### config.mk
export PLATFORM = sky130hd
export DESIGN_NAME = serial_deserializer
export DESIGN_NICKNAME = d
export VERILOG_FILES = /design/src/rtl/ser_pkg.sv /design/src/rtl/ser_shift_reg.sv /design/src/rtl/serial_deserializer.sv
export SDC_FILE = /design/constraint.sdc
export NUM_CORES = 1
export LEC_CHECK = 0
export ABC_AREA = 1
export BUFFER_PORTS_ARGS = -buffer_cell sky130_fd_sc_hd__buf_4
export CORE_UTILIZATION = 45
export CTS_CLUSTER_SIZE = 28
export DETAILED_ROUTE_END_ITERATION = 10
export GPL_TIMING_DRIVEN = 0
export PLACE_DENSITY = 0.78
export REMOVE_ABC_BUFFERS = 1
export SLEW_MARGIN = 5
export SYNTH_ARGS = -nofsm -noshare
export SYNTH_HDL_FRONTEND = slang
export SYNTH_SLANG_ARGS = --single-unit
### constraint.sdc
create_clock -name clock -period 1.1 [get_ports clock]
set_input_delay 0.165 -clock clock [delete_from_list [all_inputs] [get_ports clock]]
set_output_delay 0.165 -clock clock [all_outputs]
set_load 0.02 [all_outputs]
### src/rtl/ser_pkg.sv
// Shared types and constants for the serial deserializer slice.
package ser_pkg;

    typedef enum logic [1:0] {
        IDLE   = 2'd0,
        SHIFT  = 2'd1,
        PARITY = 2'd2
    } state_t;

    localparam logic DIR_LSB_FIRST = 1'b0;
    localparam logic DIR_MSB_FIRST = 1'b1;

endpackage

### src/rtl/ser_shift_reg.sv
// WIDTH-bit receive shift register with selectable shift direction.
// data_out shows either the next value (look_ahead=1) or the held value.
module ser_shift_reg
    import ser_pkg::*;
#(
    parameter int WIDTH = 4
) (
    input  logic             clock,
    input  logic             resetn,
    input  logic             clear,
    input  logic             shift_en,
    input  logic             dir,
    input  logic             serial_in,
    input  logic             look_ahead,
    output logic [WIDTH-1:0] data_out
);

    logic [WIDTH-1:0] sreg_q;
    logic [WIDTH-1:0] sreg_nxt;

    // MSB-first shifts toward the top so the first bit ends in [WIDTH-1]
    always_comb begin
        sreg_nxt = sreg_q;
        if (dir == DIR_MSB_FIRST) begin
            sreg_nxt = {sreg_q[WIDTH-2:0], serial_in};
        end else begin
            sreg_nxt = {serial_in, sreg_q[WIDTH-1:1]};
        end
    end

    // shift register storage
    always_ff @(posedge clock or negedge resetn) begin
        if (!resetn) begin
            sreg_q <= '0;
        end else if (clear) begin
            sreg_q <= '0;
        end else if (shift_en) begin
            sreg_q <= sreg_nxt;
        end
    end

    assign data_out = look_ahead ? sreg_nxt : sreg_q;

endmodule

### src/rtl/serial_deserializer.sv
// Serial-to-parallel receiver with one-word output buffer and valid/ready.
// Optional even-parity bit after each word: define DESER_PARITY_EN.
//
// state  | meaning
// IDLE   | no partial word; next strobe is bit 0 and latches bit order
// SHIFT  | collecting data bits 1..WIDTH-1
// PARITY | all data bits in, waiting for the parity bit (DESER_PARITY_EN)
module serial_deserializer
    import ser_pkg::*;
#(
    parameter  int WIDTH = 4,
    localparam int CNTW  = $clog2(WIDTH + 1)
) (
    input  logic             clock,
    input  logic             resetn,
    input  logic             Clear,
    input  logic             SerialIn,
    input  logic             SerialValid,
    input  logic             MSBFirst,
    input  logic             OutReady,
    output logic [WIDTH-1:0] Data_OUT,
    output logic             OutValid,
    output logic             Overrun,
    output logic [CNTW-1:0]  BitCount,
    output logic             ParityErr
);

    localparam logic [CNTW-1:0] LAST_BIT = CNTW'(WIDTH - 1);

    state_t           state_q, state_d;
    logic [CNTW-1:0]  cnt_q, cnt_d;
    logic             dir_q, dir_d;
    logic             shift_dir;
    logic             shift_en;
    logic             complete;
    logic             accept;
    logic [WIDTH-1:0] word_c;

    assign accept = SerialValid && !Clear;

`ifdef DESER_PARITY_EN
    // the word is already fully shifted when the parity bit arrives
    localparam logic LOOK_AHEAD = 1'b0;
    logic perr_c;
    logic perr_q;
    assign perr_c    = (^word_c) ^ SerialIn;
    assign ParityErr = perr_q;
`else
    // the last data bit completes the word, so take the post-shift value
    localparam logic LOOK_AHEAD = 1'b1;
    assign ParityErr = 1'b0;
`endif

    ser_shift_reg #(
        .WIDTH (WIDTH)
    ) u_shift (
        .clock      (clock),
        .resetn     (resetn),
        .clear      (Clear),
        .shift_en   (shift_en),
        .dir        (shift_dir),
        .serial_in  (SerialIn),
        .look_ahead (LOOK_AHEAD),
        .data_out   (word_c)
    );

    // FSM, bit counter and direction register
    always_ff @(posedge clock or negedge resetn) begin
        if (!resetn) begin
            state_q <= IDLE;
            cnt_q   <= '0;
            dir_q   <= DIR_LSB_FIRST;
        end else if (Clear) begin
            state_q <= IDLE;
            cnt_q   <= '0;
        end else begin
            state_q <= state_d;
            cnt_q   <= cnt_d;
            dir_q   <= dir_d;
        end
    end

    // next-state; bit 0 uses MSBFirst directly since dir_q is not yet loaded
    always_comb begin
        state_d   = state_q;
        cnt_d     = cnt_q;
        dir_d     = dir_q;
        shift_dir = dir_q;
        shift_en  = 1'b0;
        complete  = 1'b0;
        unique case (state_q)
            IDLE: begin
                shift_dir = MSBFirst;
                if (accept) begin
                    shift_en = 1'b1;
                    dir_d    = MSBFirst;
                    cnt_d    = CNTW'(1);
                    state_d  = SHIFT;
                end
            end
            SHIFT: begin
                if (accept) begin
                    shift_en = 1'b1;
                    if (cnt_q == LAST_BIT) begin
`ifdef DESER_PARITY_EN
                        cnt_d   = CNTW'(WIDTH);
                        state_d = PARITY;
`else
                        cnt_d    = '0;
                        state_d  = IDLE;
                        complete = 1'b1;
`endif
                    end else begin
                        cnt_d = cnt_q + CNTW'(1);
                    end
                end
            end
            PARITY: begin
                if (accept) begin
                    cnt_d    = '0;
                    state_d  = IDLE;
                    complete = 1'b1;
                end
            end
            default: begin
                state_d = IDLE;
                cnt_d   = '0;
            end
        endcase
    end

    // output buffer: load on completion unless an unconsumed word would be lost
    always_ff @(posedge clock or negedge resetn) begin
        if (!resetn) begin
            Data_OUT <= '0;
            OutValid <= 1'b0;
            Overrun  <= 1'b0;
`ifdef DESER_PARITY_EN
            perr_q   <= 1'b0;
`endif
        end else if (Clear) begin
            OutValid <= 1'b0;
            Overrun  <= 1'b0;
`ifdef DESER_PARITY_EN
            perr_q   <= 1'b0;
`endif
        end else if (complete) begin
            if (!OutValid || OutReady) begin
                Data_OUT <= word_c;
                OutValid <= 1'b1;
`ifdef DESER_PARITY_EN
                perr_q   <= perr_c;
`endif
            end else begin
                Overrun <= 1'b1;
            end
        end else if (OutValid && OutReady) begin
            OutValid <= 1'b0;
        end
    end

    assign BitCount = cnt_q;

endmodule

After elaboration in Yosys (flattened, before gate mapping)
Index checks and enable logic that the tools add are counted.
Widths: inputs -> output; s select.

storage, ports and cells
  latch bits = 0
  logic and storage cells = 62
  flip-flop bits (word level) = 16
  bits in writable memories = 0
  memories = 0
  bits in read-only memories = 0
  output and inout bits = 10
  input port bits = 7

operators by class
  equality and inequality tests = 9
  bitwise logic cells = 1
  add/sub/neg operators = 1
  div/mod/pow operators = 0
  multiply operators = 0
  reduce and logical (&&, ||, !) cells = 16
  shift-type cells = 0
  multiplexer cells = 28
  magnitude comparators = 0

operator list
  cell                 count
  $mux 3               5
  $mux 1               12
  $mux 4               3
  $ne 3x3->1 const B   4
  $mux 2               5
  $pmux 3 s3           1
  $reduce_and 3->1     3
  $pmux 2 s3           1
  $reduce_and 2->1     2
  $reduce_and 4->1     1
  $reduce_bool 2->1    2
  $add 3x1->3 const B  1
  $eq 3x2->1 const B   1
  $ne 3x2->1 const B   1
  $reduce_bool 3->1    1
  $eq 2x1->1 const B   1
  $eq 2x2->1 const B   1
  $logic_and 1x1->1    2
  $logic_not 1->1      2
  $logic_not 2->1      1
  $ne 2x2->1 const B   1
  $pmux 1 s2           1
  $reduce_or 2->1      1
  $logic_or 1x1->1     1
  $not 1->1            1

Logic depth before layout (Yosys ltp)
  depth after elaboration = 6
  gate-level depth with buffers = 6
  gate-level depth less buffers = 6

Modules after synthesis
A second synthesis with hierarchy kept.

second synthesis, totals
  cell total of the unflattened synthesis = 109
  area total of the unflattened synthesis = 802.0 µm²

modules (own cells, without submodules)
  module               sequential area each (µm²)  instances  area each (µm²)  cells each
  serial_deserializer  275.3                       1          548.0            64
  ser_shift_reg        100.1                       1          254.0            45

Least setup slack after synthesis
No wires, ideal clock.

  kind = register -> register
  start point = register cnt_q[0], in the netlist BitCount[0]
  end point = register Data_OUT[0]
  setup slack = -0.123 ns
  cell stages (with the launch flop) = 7
  buffers on the path = 0
  library setup time = 0.116 ns
  data required time = 0.984 ns
  period minus slack after synthesis = 1.223 ns
  data arrival time = 1.107 ns
  path through = dfrtp_1 -> ha_1 -> nand3_2 -> nor2_2 -> nand2_2 -> nand2_1 -> nand2_1

between the ends
  longest elaborated chain between the ends = 5

ends and longest elaborated chain
  element                     line                        source
  start: declaration          serial_deserializer.sv:31   logic [CNTW-1:0] cnt_q, cnt_d;
  start signal: assignment    serial_deserializer.sv:78   cnt_q <= cnt_d;
  $eq 3x2->1                  serial_deserializer.sv:104  if (cnt_q == LAST_BIT) begin
  $mux 1                      serial_deserializer.sv:104
  $mux 1                      serial_deserializer.sv:102  if (accept) begin
  $pmux 1 s2                  serial_deserializer.sv:91   unique case (state_q)
  $reduce_and 3->1 (no line)  --
  end signal: assignment      serial_deserializer.sv:149  Data_OUT <= word_c;
  end: declaration            serial_deserializer.sv:21   output logic [WIDTH-1:0] Data_OUT,

Every way passes these cells.
A chain may end at the register's enable or synchronous reset.

Worst setup path in the final report
  start point = register cnt_q[0], in the netlist BitCount[0]
  end point = output port BitCount[0]

RTL lines
  element           line                       source
  end: declaration  serial_deserializer.sv:24  output logic [CNTW-1:0] BitCount,

No word-level cell between the ends.

==> impl_metrics.csv <==
group,metric,value,unit
layout,regArea,376.6,µm²
timing,hold_violations,0,
pwr,intPower,0.8407,mW
floorplanning,dieHeight,42.40,µm
synth,synth_top_cell_area_share,51.11,%
global_routing,grt_pass1_vias,616,
worst_setup_path,endpoint_kind,"primary output",
run_status,violations,"setup timing",
worst_setup_path,r2r-end,"Data_OUT[2]",
floorplanning,num_rows,14,
hold_path,hold_path_class,"in -> reg",
worst_setup_path,cp_max_fo,2,
synth,ys_warn_count,0,
drt,drtIter0Drc,37,
placed_design,placed_cell_area,859.6,µm²
worst_setup_path,slowest_delay,0.43,ns
timing,period_share,103.8,%
floorplanning,io_pins,17,
layout,fill_cells,129,
layout,syn_to_final_growth,35.26,%
drt,viasPerCell,5.230,
timing,setup_viol,2,
worst_setup_path,crit_cells,2,
pwr,swShare,31.99,%
global_routing,grt_pass1_wl,2.587,mm
clocking,htree_levels,1,
pwr,power_density,1244,nW/µm²
timing,worstMarginPinSlew,0.4978,ns
clocking,cts.clk_slew.worst_paths,0.10,ns
pwr,switchingPower,0.3954,mW
synth,synth_area,734.5,µm²
timing,rsz0062_at_grt,"true",
pwr,leakage,0.5405,nW
worst_setup_path,critPathLaunch,"BitCount[0]",
floorplanning,die_x,42.40,µm
layout,postLayoutCoreUtil,65.19,%
worst_setup_path,crit_path_frequent_cell,"buf_6",
drt,dr.pass1.iters,4,
layout,layout-drive-gt1-share,31.09,%
worst_setup_path,cp_num_buf_inv,2,
drt,dr_total_vias,706,
timing,slew_headroom,66.69,%
timing,fin_skew,0.001355,ns
global_routing,gr-total-overflow,0,
pwr,pwr-share-comb,21.7,%
clocking,clock_sinks,15,
worst_setup_path,start_kind,"flop",
global_routing,antenna_found_initial,0,
clocking,numCtsBuffers,3,
floorplanning,core,1524,µm²
synth,avgSynthCellArea,7.731,µm²
timing,slew_violations,0,
worst_setup_path,critical_path.cell_chain,"buf_6, buf_6",
placed_design,dp_hpwl,1.089,mm
layout,instances_no_fill,135,
floorplanning,die-area,1798,µm²
global_routing,track_usage,19.78,%
layout,multi_input_area,360.3,µm²
global_routing,grt_max_degree,16,
timing,setup_slack,-0.04190,ns
floorplanning,initial_utilization,48.19,%
worst_setup_path,r2r_setup_slack,0.01,ns
placed_design,place_ws,-0.08460,ns
timing,fin_tns_setup,-0.07654,ns
worst_setup_path,worstSetupEndpoint,"BitCount[0]",
clocking,cts-root-buf,"clkbuf_4",
drt,wire_per_inst,12.68,µm
pwr,seq_power_share,51.0,%
layout,final_nets,128,
pwr,total_power,1.236,mW
flow_run,maxCapViolCount,0,
drt,antenna_left,0,
worst_setup_path,critPathSlowestCell,"dfrtp_1",
worst_setup_path,worstSetupPathType,"reg -> out",
placed_design,finalWeightedCongestion,0.8790,
timing,fmax,0.8757,GHz
drt,routed_wl,1.712,mm
timing,timing.hold.ws,0.07008,ns
drt,drc,0,
worst_setup_path,rr_worst_depth,6,
synth,synth_cell_types,16,
layout,fin_area,993.5,µm²
synth,synth-seq-cells,15,
synth,synth_seq_area_share,51.11,%
placed_design,port_buffers,15,
layout,num_antenna_cells,0,
synth,synth_cells,95,
clocking,ctsLongestPathBuffers,2,
clocking,clk-insertion-delay-late,0.30,ns
worst_setup_path,critical_path_required,0.94,ns
pwr,clock_power_share,27.2,%
timing,layout_min_cycle_time,1.142,ns
worst_setup_path,arrival,0.98,ns
placed_design,dpl.cell_count,125,
pwr,vdd_ir_drop_max,727.4,µV
run_status,status,"complete, but fails checks",
synth,yosysTopAreaCell,"dfrtp_1",
worst_setup_path,critical-path-top-delay-family,"flip-flops",
clocking,cts_tree,"done",
synth,synthTopCellsByArea,"dfrtp_1 (51%), nand2_1 (23%), nand3_1 (6.8%)",
worst_setup_path,r2r-start,"BitCount[0]",
## repair_timing
item	4_1_cts	5_1_grt
resized for setup	5	10
endpoints found under the setup margin	6	12
hold buffers	1	0
setup buffers	4	1
endpoints found under the hold margin	15	0
pin swaps	4	4
## power by group through the flow
| stage | logic, mW | clock network [mW] | registers [mW] |
|---|---|---|---|
| CTS | 0.241 | 0.339 | 0.619 |
| floorplan | 0.105 | 0 | 0.646 |
| finish | 0.269 | 0.337 | 0.631 |
| global route | 0.297 | 0.357 | 0.634 |
| global placement | 0.195 | 0 | 0.631 |
| detailed placement | 0.201 | 0 | 0.632 |
## sequential cells by signal (all words and copies together), names as in the netlist
register and count:
OutValid 1, BitCount 3, Data_OUT 4, Overrun 1
state_q 1, u_shift.sreg_q 4, dir_q 1
## worst min path at each step
stage / slack [ns] / to / cells after the start / startpoint
6_report: 0.07 / OutValid / 2 / Clear
5_1_grt: 0.07 / OutValid / 2 / Clear
4_1_cts: 0.07 / OutValid / 2 / Clear
3_5_place_dp: 0.03 / u_shift.sreg_q[2] / 1 / resetn
3_3_place_gp: 0.02 / BitCount[1] / 1 / resetn
2_1_floorplan: -0.13 / BitCount[0] / 0 / resetn
## synthesized netlist by cell type, drive strengths merged
master,instances
nand3,11
nand2,47
nor2,4
inv,9
conb,1
nor3,1
ha,1
and3,1
dfrtp,15
buf,1
o21ai,4
## logic make-up (layout without fill, tap and decap cells)
logic type / Yosys count / count (layout) / share of synthesized area (%)
adders and majority gates: 1 / 1 / 1.703
buffers and inverters: 10 / 34 / 5.622
DFF: 15 / 15 / 51.11
and+or+nand+nor: 64 / 64 / 38.33
other: 1 / 1 / 0.5106
AOI/OAI and AO/OA: 4 / 4 / 2.724
## worst register-to-register path: stages, from the launching register on
cell and delay, ns:
dfrtp_1 0.42, ha_4 0.18, nand3_4 0.09, nor2_4 0.13
nand2_4 0.08, nand2_1 0.06, nand2_1 0.05
## cell type report
class | instances | area share, %
multi-input combinational | 70 | 36.27
clock inverter | 1 | 0.5038
timing repair buffer | 21 | 17.63
clock buffer | 3 | 2.267
sequential | 15 | 37.91
tap | 16 | 2.015
inverter | 9 | 3.401
## placed cells by master (no fill, tap or decap), drive strengths merged
| cell | instances |
|---|---|
| ha | 1 |
| o21ai | 4 |
| clkbuf | 3 |
| nand2 | 47 |
| buf | 20 |
| inv | 9 |
| dfrtp | 15 |
| and3 | 1 |
| nand3 | 11 |
| dlygate4sd3 | 1 |
| conb | 1 |
| nor2 | 4 |
| nor3 | 1 |
| clkinv | 1 |
## layer usage
| metal | wire length (µm) | global-route usage (%) |
|---|---|---|
| met5 | 0 | 0 |
| met4 | 61 | 15.00 |
| met3 | 125 | 3.879 |
| met2 | 863 | 32.00 |
| met1 | 662 | 22.78 |
Note: power is estimated with default switching activity, not from simulation.
